--- src/rtl/core_mem_arb.sv ---
// Round-robin / fixed-priority arbiter sharing one 36-bit Avalon master among four requesters.
// Define CORE_MEM_ARB_RR_EN for round-robin grants; otherwise port 0 has highest fixed priority.
module core_mem_arb #(
    parameter logic [3:0] PORT_EN = 4'b1111
) (
    input  logic        clk,
    input  logic        reset_n,
    input  logic [17:0] s0_address,
    input  logic        s0_read,
    input  logic        s0_write,
    input  logic [35:0] s0_writedata,
    output logic [35:0] s0_readdata,
    output logic        s0_waitrequest,
    input  logic [17:0] s1_address,
    input  logic        s1_read,
    input  logic        s1_write,
    input  logic [35:0] s1_writedata,
    output logic [35:0] s1_readdata,
    output logic        s1_waitrequest,
    input  logic [17:0] s2_address,
    input  logic        s2_read,
    input  logic        s2_write,
    input  logic [35:0] s2_writedata,
    output logic [35:0] s2_readdata,
    output logic        s2_waitrequest,
    input  logic [17:0] s3_address,
    input  logic        s3_read,
    input  logic        s3_write,
    input  logic [35:0] s3_writedata,
    output logic [35:0] s3_readdata,
    output logic        s3_waitrequest,
    output logic [17:0] m_address,
    output logic        m_read,
    output logic        m_write,
    output logic [35:0] m_writedata,
    input  logic [35:0] m_readdata,
    input  logic        m_waitrequest
);

    typedef enum logic [1:0] {ST_IDLE, ST_ISSUE, ST_DONE} state_t;

    state_t      state_reg, state_next;
    logic [17:0] addr_arr [4];
    logic [35:0] wdata_arr [4];
    logic [3:0]  rd_vec, wr_vec, req_vec;
    logic        win_valid;
    logic [1:0]  win_idx;
    logic [17:0] cur_addr_reg;
    logic [35:0] cur_wdata_reg;
    logic        cur_write_reg;
    logic [1:0]  grant_reg;
    logic        m_read_reg, m_write_reg;
    logic [35:0] rdata_reg;
    logic [3:0]  wait_reg;
`ifdef CORE_MEM_ARB_RR_EN
    logic [1:0]  last_reg;
    logic [1:0]  cand;
`endif

    assign addr_arr[0]  = s0_address;
    assign addr_arr[1]  = s1_address;
    assign addr_arr[2]  = s2_address;
    assign addr_arr[3]  = s3_address;
    assign wdata_arr[0] = s0_writedata;
    assign wdata_arr[1] = s1_writedata;
    assign wdata_arr[2] = s2_writedata;
    assign wdata_arr[3] = s3_writedata;
    assign rd_vec       = {s3_read, s2_read, s1_read, s0_read};
    assign wr_vec       = {s3_write, s2_write, s1_write, s0_write};
    assign req_vec      = PORT_EN & (rd_vec | wr_vec);

    // Later (higher-priority) candidates overwrite earlier ones in the loop.
    always_comb begin
        win_valid = 1'b0;
        win_idx   = 2'd0;
`ifdef CORE_MEM_ARB_RR_EN
        cand      = 2'd0;
        for (int k = 4; k >= 1; k--) begin
            cand = last_reg + 2'(k);
            if (req_vec[cand]) begin
                win_valid = 1'b1;
                win_idx   = cand;
            end
        end
`else
        for (int k = 3; k >= 0; k--) begin
            if (req_vec[k]) begin
                win_valid = 1'b1;
                win_idx   = 2'(k);
            end
        end
`endif
    end

    always_ff @(posedge clk or negedge reset_n) begin
        if (!reset_n) begin
            state_reg <= ST_IDLE;
        end else begin
            state_reg <= state_next;
        end
    end

    always_comb begin
        state_next = state_reg;
        case (state_reg)
            ST_IDLE:  if (win_valid) state_next = ST_ISSUE;
            ST_ISSUE: if (!m_waitrequest) state_next = ST_DONE;
            ST_DONE:  state_next = ST_IDLE;
            default:  state_next = ST_IDLE;
        endcase
    end

    always_ff @(posedge clk or negedge reset_n) begin
        if (!reset_n) begin
            cur_addr_reg  <= '0;
            cur_wdata_reg <= '0;
            cur_write_reg <= 1'b0;
            grant_reg     <= 2'd0;
            m_read_reg    <= 1'b0;
            m_write_reg   <= 1'b0;
            rdata_reg     <= '0;
            wait_reg      <= 4'hF;
`ifdef CORE_MEM_ARB_RR_EN
            last_reg      <= 2'd3;
`endif
        end else begin
            case (state_reg)
                ST_IDLE: begin
                    if (win_valid) begin
                        cur_addr_reg  <= addr_arr[win_idx];
                        cur_wdata_reg <= wdata_arr[win_idx];
                        // Write takes precedence when both strobes are raised.
                        cur_write_reg <= wr_vec[win_idx];
                        m_write_reg   <= wr_vec[win_idx];
                        m_read_reg    <= ~wr_vec[win_idx];
                        grant_reg     <= win_idx;
`ifdef CORE_MEM_ARB_RR_EN
                        last_reg      <= win_idx;
`endif
                    end
                end
                ST_ISSUE: begin
                    if (!m_waitrequest) begin
                        m_read_reg  <= 1'b0;
                        m_write_reg <= 1'b0;
                        if (!cur_write_reg) begin
                            rdata_reg <= m_readdata;
                        end
                        wait_reg <= ~(4'b0001 << grant_reg);
                    end
                end
                default: begin
                    wait_reg <= 4'hF;
                end
            endcase
        end
    end

    assign m_address      = cur_addr_reg;
    assign m_writedata    = cur_wdata_reg;
    assign m_read         = m_read_reg;
    assign m_write        = m_write_reg;
    assign s0_readdata    = rdata_reg;
    assign s1_readdata    = rdata_reg;
    assign s2_readdata    = rdata_reg;
    assign s3_readdata    = rdata_reg;
    assign s0_waitrequest = wait_reg[0];
    assign s1_waitrequest = wait_reg[1];
    assign s2_waitrequest = wait_reg[2];
    assign s3_waitrequest = wait_reg[3];

endmodule

--- config.mk ---
export PLATFORM = sky130hd
export DESIGN_NAME = core_mem_arb
export DESIGN_NICKNAME = d
export VERILOG_FILES = /design/src/rtl/core_mem_arb.sv
export SDC_FILE = /design/constraint.sdc
export NUM_CORES = 1
export LEC_CHECK = 0
export BUFFER_PORTS_ARGS = -buffer_cell sky130_fd_sc_hd__buf_4
export CAP_MARGIN = 10
export CORE_AREA = 2 2 184 186
export DETAILED_ROUTE_END_ITERATION = 6
export DIE_AREA = 0 0 186 188
export HOLD_SLACK_MARGIN = 0.06
export SLEW_MARGIN = 30
export SYNTH_ARGS = -nofsm -noshare
export SYNTH_HDL_FRONTEND = slang
export SYNTH_SLANG_ARGS = --single-unit
--- constraint.sdc ---
create_clock -name clk -period 2.8 [get_ports clk]
set_clock_uncertainty 0.05 [all_clocks]
set_input_delay 0.14 -clock clk [delete_from_list [all_inputs] [get_ports clk]]
set_output_delay 0.14 -clock clk [all_outputs]
set_load 0.02 [all_outputs]
==> flow_results.xml <==
<?xml version="1.0" encoding="UTF-8"?>
<metrics>
  <group name="power">
    <metric name="p_leak" unit="nW">5.08</metric>
    <metric name="ir_drop" unit="V">0.000555</metric>
    <metric name="power-per-cell-area" unit="mW/mm2">1030</metric>
  </group>
  <group name="drt">
    <metric name="vias_per_inst" unit="">4.36</metric>
    <metric name="route.detailed.drc" unit="">0</metric>
    <metric name="drt_iter0_drc" unit="">184</metric>
    <metric name="detail-route-antenna-nets" unit="">0</metric>
    <metric name="via_count" unit="">6541</metric>
    <metric name="detail_route.wirelength" unit="um">28200</metric>
    <metric name="drtPass1Iterations" unit="">4</metric>
    <metric name="routedWlPerCell" unit="um">18.8</metric>
  </group>
  <group name="cells_and_area">
    <metric name="final_nets" unit="">1309</metric>
    <metric name="post_layout_nonfiller_instances" unit="">1499</metric>
    <metric name="final_layout_size_suffix_gt1_share" unit="%">52.0</metric>
    <metric name="area_growth_syn_to_layout" unit="%">88.1</metric>
    <metric name="antenna-diode-count" unit="">0</metric>
  </group>
  <group name="sta">
    <metric name="fin_crit_sh" unit="%">94.8</metric>
    <metric name="setup_viols_final" unit="">0</metric>
    <metric name="finalSetupTns" unit="ns">0</metric>
    <metric name="fmax" unit="GHz">0.377</metric>
    <metric name="grt_setup_unrepaired" unit="">false</metric>
    <metric name="drv_slew" unit="">0</metric>
    <metric name="final_report_hold_violation_count" unit="">0</metric>
    <metric name="setup_slack_after_layout" unit="ns">0.144</metric>
    <metric name="worst_pin_slew" unit="ns">0.532</metric>
    <metric name="relSlewSlack" unit="%">64.4</metric>
    <metric name="post-route-min-period" unit="ns">2.66</metric>
  </group>
  <group name="critical_path">
    <metric name="timing.critical_path.cells" unit="">buf_4, or4_4, buf_4, a221oi_1, dlygate4sd3_1, o21ai_1, dlygate4sd3_1</metric>
    <metric name="critPathCaptureType" unit="">register</metric>
    <metric name="timing.critical_path.buf_inv" unit="">4</metric>
    <metric name="critical-path-slowest-cell" unit="">sky130_fd_sc_hd__or4_4</metric>
    <metric name="worstSetupPathType" unit="">input port to register</metric>
    <metric name="arrival" unit="ns">2.85</metric>
    <metric name="timing.critical_path.from_type" unit="">input port</metric>
    <metric name="crit_path_max_incr_delay" unit="ns">0.76</metric>
    <metric name="worst_path_dominant_cell_family" unit="">buffers and inverters</metric>
    <metric name="path_max_fanout" unit="">29</metric>
    <metric name="data_required_time_of_the_critical_path" unit="ns">2.99</metric>
  </group>
  <group name="synth">
    <metric name="syn-mean-instance-area" unit="um2">10.2</metric>
    <metric name="yosysTopAreaCellShare" unit="%">42.6</metric>
    <metric name="ys_dominant_reg_cell" unit="">sky130_fd_sc_hd__dfrtp_1</metric>
    <metric name="synth_seq_cells" unit="">101</metric>
    <metric name="synth.area.top_cells" unit="">sky130_fd_sc_hd__dfrtp_1, sky130_fd_sc_hd__buf_4, sky130_fd_sc_hd__a221oi_1, sky130_fd_sc_hd__o221ai_1, sky130_fd_sc_hd__mux2_2</metric>
    <metric name="netlist_area_before_placement" unit="mm2">0.00570</metric>
    <metric name="synth.net_count" unit="">821</metric>
    <metric name="synth-edff-count" unit="">0</metric>
    <metric name="yosys.cell_types.count" unit="">37</metric>
    <metric name="synth_seq_area_share" unit="%">44.4</metric>
    <metric name="synth_cells" unit="">558</metric>
    <metric name="yosys_warnings" unit="">0</metric>
    <metric name="synth_top_cell_by_area" unit="">sky130_fd_sc_hd__dfrtp_1</metric>
    <metric name="synth_async_sr_flop_share" unit="%">100</metric>
  </group>
  <group name="floorplan">
    <metric name="floorplan.rows" unit="">67</metric>
    <metric name="die_area" unit="mm2">0.0350</metric>
    <metric name="top_level_ports" unit="">467</metric>
    <metric name="fp.coreArea" unit="mm2">0.0331</metric>
    <metric name="chipWidth" unit="um">186</metric>
    <metric name="initial_util" unit="%">17.2</metric>
    <metric name="fp.dieH" unit="um">188</metric>
  </group>
  <group name="placement">
    <metric name="gpl.final_weighted_congestion" unit="">0.804</metric>
    <metric name="dp_hpwl" unit="um">20300</metric>
    <metric name="port_bufs" unit="">466</metric>
    <metric name="dpl.cell_count" unit="">1337</metric>
    <metric name="dp_worst_setup_slack" unit="ns">0.817</metric>
  </group>
  <group name="clock_network">
    <metric name="clock-sinks" unit="">101</metric>
    <metric name="cts_resized" unit="">0</metric>
    <metric name="cts_root_buffer" unit="">sky130_fd_sc_hd__clkbuf_16</metric>
    <metric name="cts_post_setup_buffers_inserted" unit="">0</metric>
    <metric name="cts_inserted_buffers" unit="">9</metric>
    <metric name="cts_hold_buf" unit="">146</metric>
    <metric name="clockBufferDepth" unit="">2</metric>
    <metric name="clk_latency" unit="ns">0.35</metric>
    <metric name="tritoncts" unit="">built</metric>
    <metric name="worst_setup_hold_path_clk_slew" unit="ns">0.08</metric>
    <metric name="cts.htree.levels" unit="">3</metric>
  </group>
  <group name="global_route">
    <metric name="via_count_of_the_first_global_routing_pass" unit="">6862</metric>
    <metric name="track_usage" unit="%">15.5</metric>
    <metric name="grt-ovfl-total" unit="">0</metric>
    <metric name="grt_first_pass_wirelength" unit="um">40400</metric>
    <metric name="largest_net_degree_at_the_start_of_global_routing" unit="">59</metric>
    <metric name="number_of_antenna_violations_at_the_first_check_in_global_routing" unit="">0</metric>
  </group>
  <group name="outcome">
    <metric name="status" unit="">complete, no violations</metric>
  </group>
  <group name="run">
    <metric name="cap_viol_max_count" unit="">0</metric>
  </group>
  <group name="hold_path">
    <metric name="min-delay-path-class" unit="">input port to register</metric>
  </group>
</metrics>
-- per-stage QoR --
stage	utilization, %	power (mW)	area [um2]	hold slack (ns)
after floorplan	-	7.10	5700	-0.206
after global placement	27.1	9.41	8960	0.0356
after detailed placement	27.1	9.47	8960	0.0330
after CTS	32.4	11.2	10700	0.0606
after global routing	32.4	11.8	10700	0.0755
final	32.4	11.1	10700	0.0710
-- path summary, 6_finish.rpt --
path | start | endpoint | slack, ns | cells past startpoint
min in group asynchronous | reset_n | s0_readdata[15]$_DFFE_PN0P_ | 0.20 | 2
setup reg to reg | state_reg[1]$_DFFE_PN0P_ | m_address[4]$_DFFE_PN0P_ | 0.36 | 5
hold / removal | s3_writedata[8] | m_writedata[8]$_DFFE_PN0P_ | 0.07 | 3
max in group asynchronous | reset_n | wait_reg[1]$_DFFE_PN1P_ | 1.74 | 3
setup / recovery | s1_read | m_writedata[0]$_DFFE_PN0P_ | 0.14 | 7
hold reg to reg | m_address[15]$_DFFE_PN0P_ | m_address[15]$_DFFE_PN0P_ | 0.44 | 2
-- layout make-up --
cell class / count / area, um2
clock inverter: 5 / 65.1
tap: 448 / 561
multi-input combinational: 302 / 2160
inverter: 3 / 11.3
timing repair buffer: 629 / 5160
sequential: 101 / 2530
clock buffer: 11 / 243
fill: 3359 / 22400
-- routing by layer --
| metal | vias up | GRT usage [%] | wire length, um |
|---|---|---|---|
| met5 | - | 0 | 0 |
| met4 | 0 | 5.30 | 676 |
| met3 | 35 | 3.36 | 1940 |
| met2 | 386 | 27.9 | 14400 |
| met1 | 3151 | 18.0 | 11200 |
| li1 | 2969 | - | - |
-- cells in the final DEF (no fill, tap or decap), types with 2 or more instances in the layout --
cell type / instances
sky130_fd_sc_hd__nand2_1: 57
sky130_fd_sc_hd__buf_12: 6
sky130_fd_sc_hd__mux2_2: 35
sky130_fd_sc_hd__inv_1: 3
sky130_fd_sc_hd__a221oi_1: 53
sky130_fd_sc_hd__nand2b_1: 5
sky130_fd_sc_hd__buf_4: 477
sky130_fd_sc_hd__a21oi_1: 6
sky130_fd_sc_hd__inv_6: 3
sky130_fd_sc_hd__dfrtp_1: 97
sky130_fd_sc_hd__nor2_1: 5
sky130_fd_sc_hd__clkbuf_16: 9
sky130_fd_sc_hd__nand3_1: 3
sky130_fd_sc_hd__dfstp_2: 4
sky130_fd_sc_hd__dlygate4sd3_1: 146
sky130_fd_sc_hd__or2_2: 3
sky130_fd_sc_hd__o21ai_0: 9
sky130_fd_sc_hd__o21a_1: 2
sky130_fd_sc_hd__nor2_4: 3
sky130_fd_sc_hd__o221ai_1: 53
sky130_fd_sc_hd__nand3b_1: 3
sky130_fd_sc_hd__o21ai_1: 51
-- power by group --
part	internal (mW)	total, mW	switching [mW]
Combinational	3.04	6.69	3.65
Clock	0.732	1.35	0.618
Sequential	2.21	3.06	0.847
Total	5.99	11.1	5.11
-- cell families (layout without fill, tap and decap cells) --
logic type             after synthesis  count (layout)  share of synthesized area [%]
and+or+nand+nor                     85              85                           6.73
buffers and inverters              155             648                           18.2
DFF                                101             101                           44.4
AOI/OAI and AO/OA                  180             180                           23.4
muxes                               37              37                           7.28
-- Yosys cell counts (2+ instances only) --
master                     number
sky130_fd_sc_hd__buf_4        112
sky130_fd_sc_hd__dfrtp_1       97
sky130_fd_sc_hd__nand2_1       57
sky130_fd_sc_hd__a221oi_1      53
sky130_fd_sc_hd__o221ai_1      53
sky130_fd_sc_hd__o21ai_1       51
sky130_fd_sc_hd__mux2_2        35
sky130_fd_sc_hd__clkbuf_1      23
sky130_fd_sc_hd__buf_2         14
sky130_fd_sc_hd__o21ai_0        9
sky130_fd_sc_hd__a21oi_1        6
sky130_fd_sc_hd__nor2_1         6
sky130_fd_sc_hd__nand2b_1       5
sky130_fd_sc_hd__dfstp_2        4
sky130_fd_sc_hd__inv_1          3
sky130_fd_sc_hd__nand3_1        3
sky130_fd_sc_hd__nand3b_1       3
sky130_fd_sc_hd__buf_6          2
sky130_fd_sc_hd__o21a_1         2
sky130_fd_sc_hd__or2_1          2
sky130_fd_sc_hd__or2_2          2
-- worst reg2reg max path, cell delays in order (launching register included) --
cell and delay [ns]:
sky130_fd_sc_hd__dfrtp_1 0.47, sky130_fd_sc_hd__nor2_4 0.39, sky130_fd_sc_hd__buf_4 0.46, sky130_fd_sc_hd__o221ai_1 0.27
sky130_fd_sc_hd__o21ai_1 0.17, sky130_fd_sc_hd__dlygate4sd3_1 0.57
(Power assumes the default switching activity.)
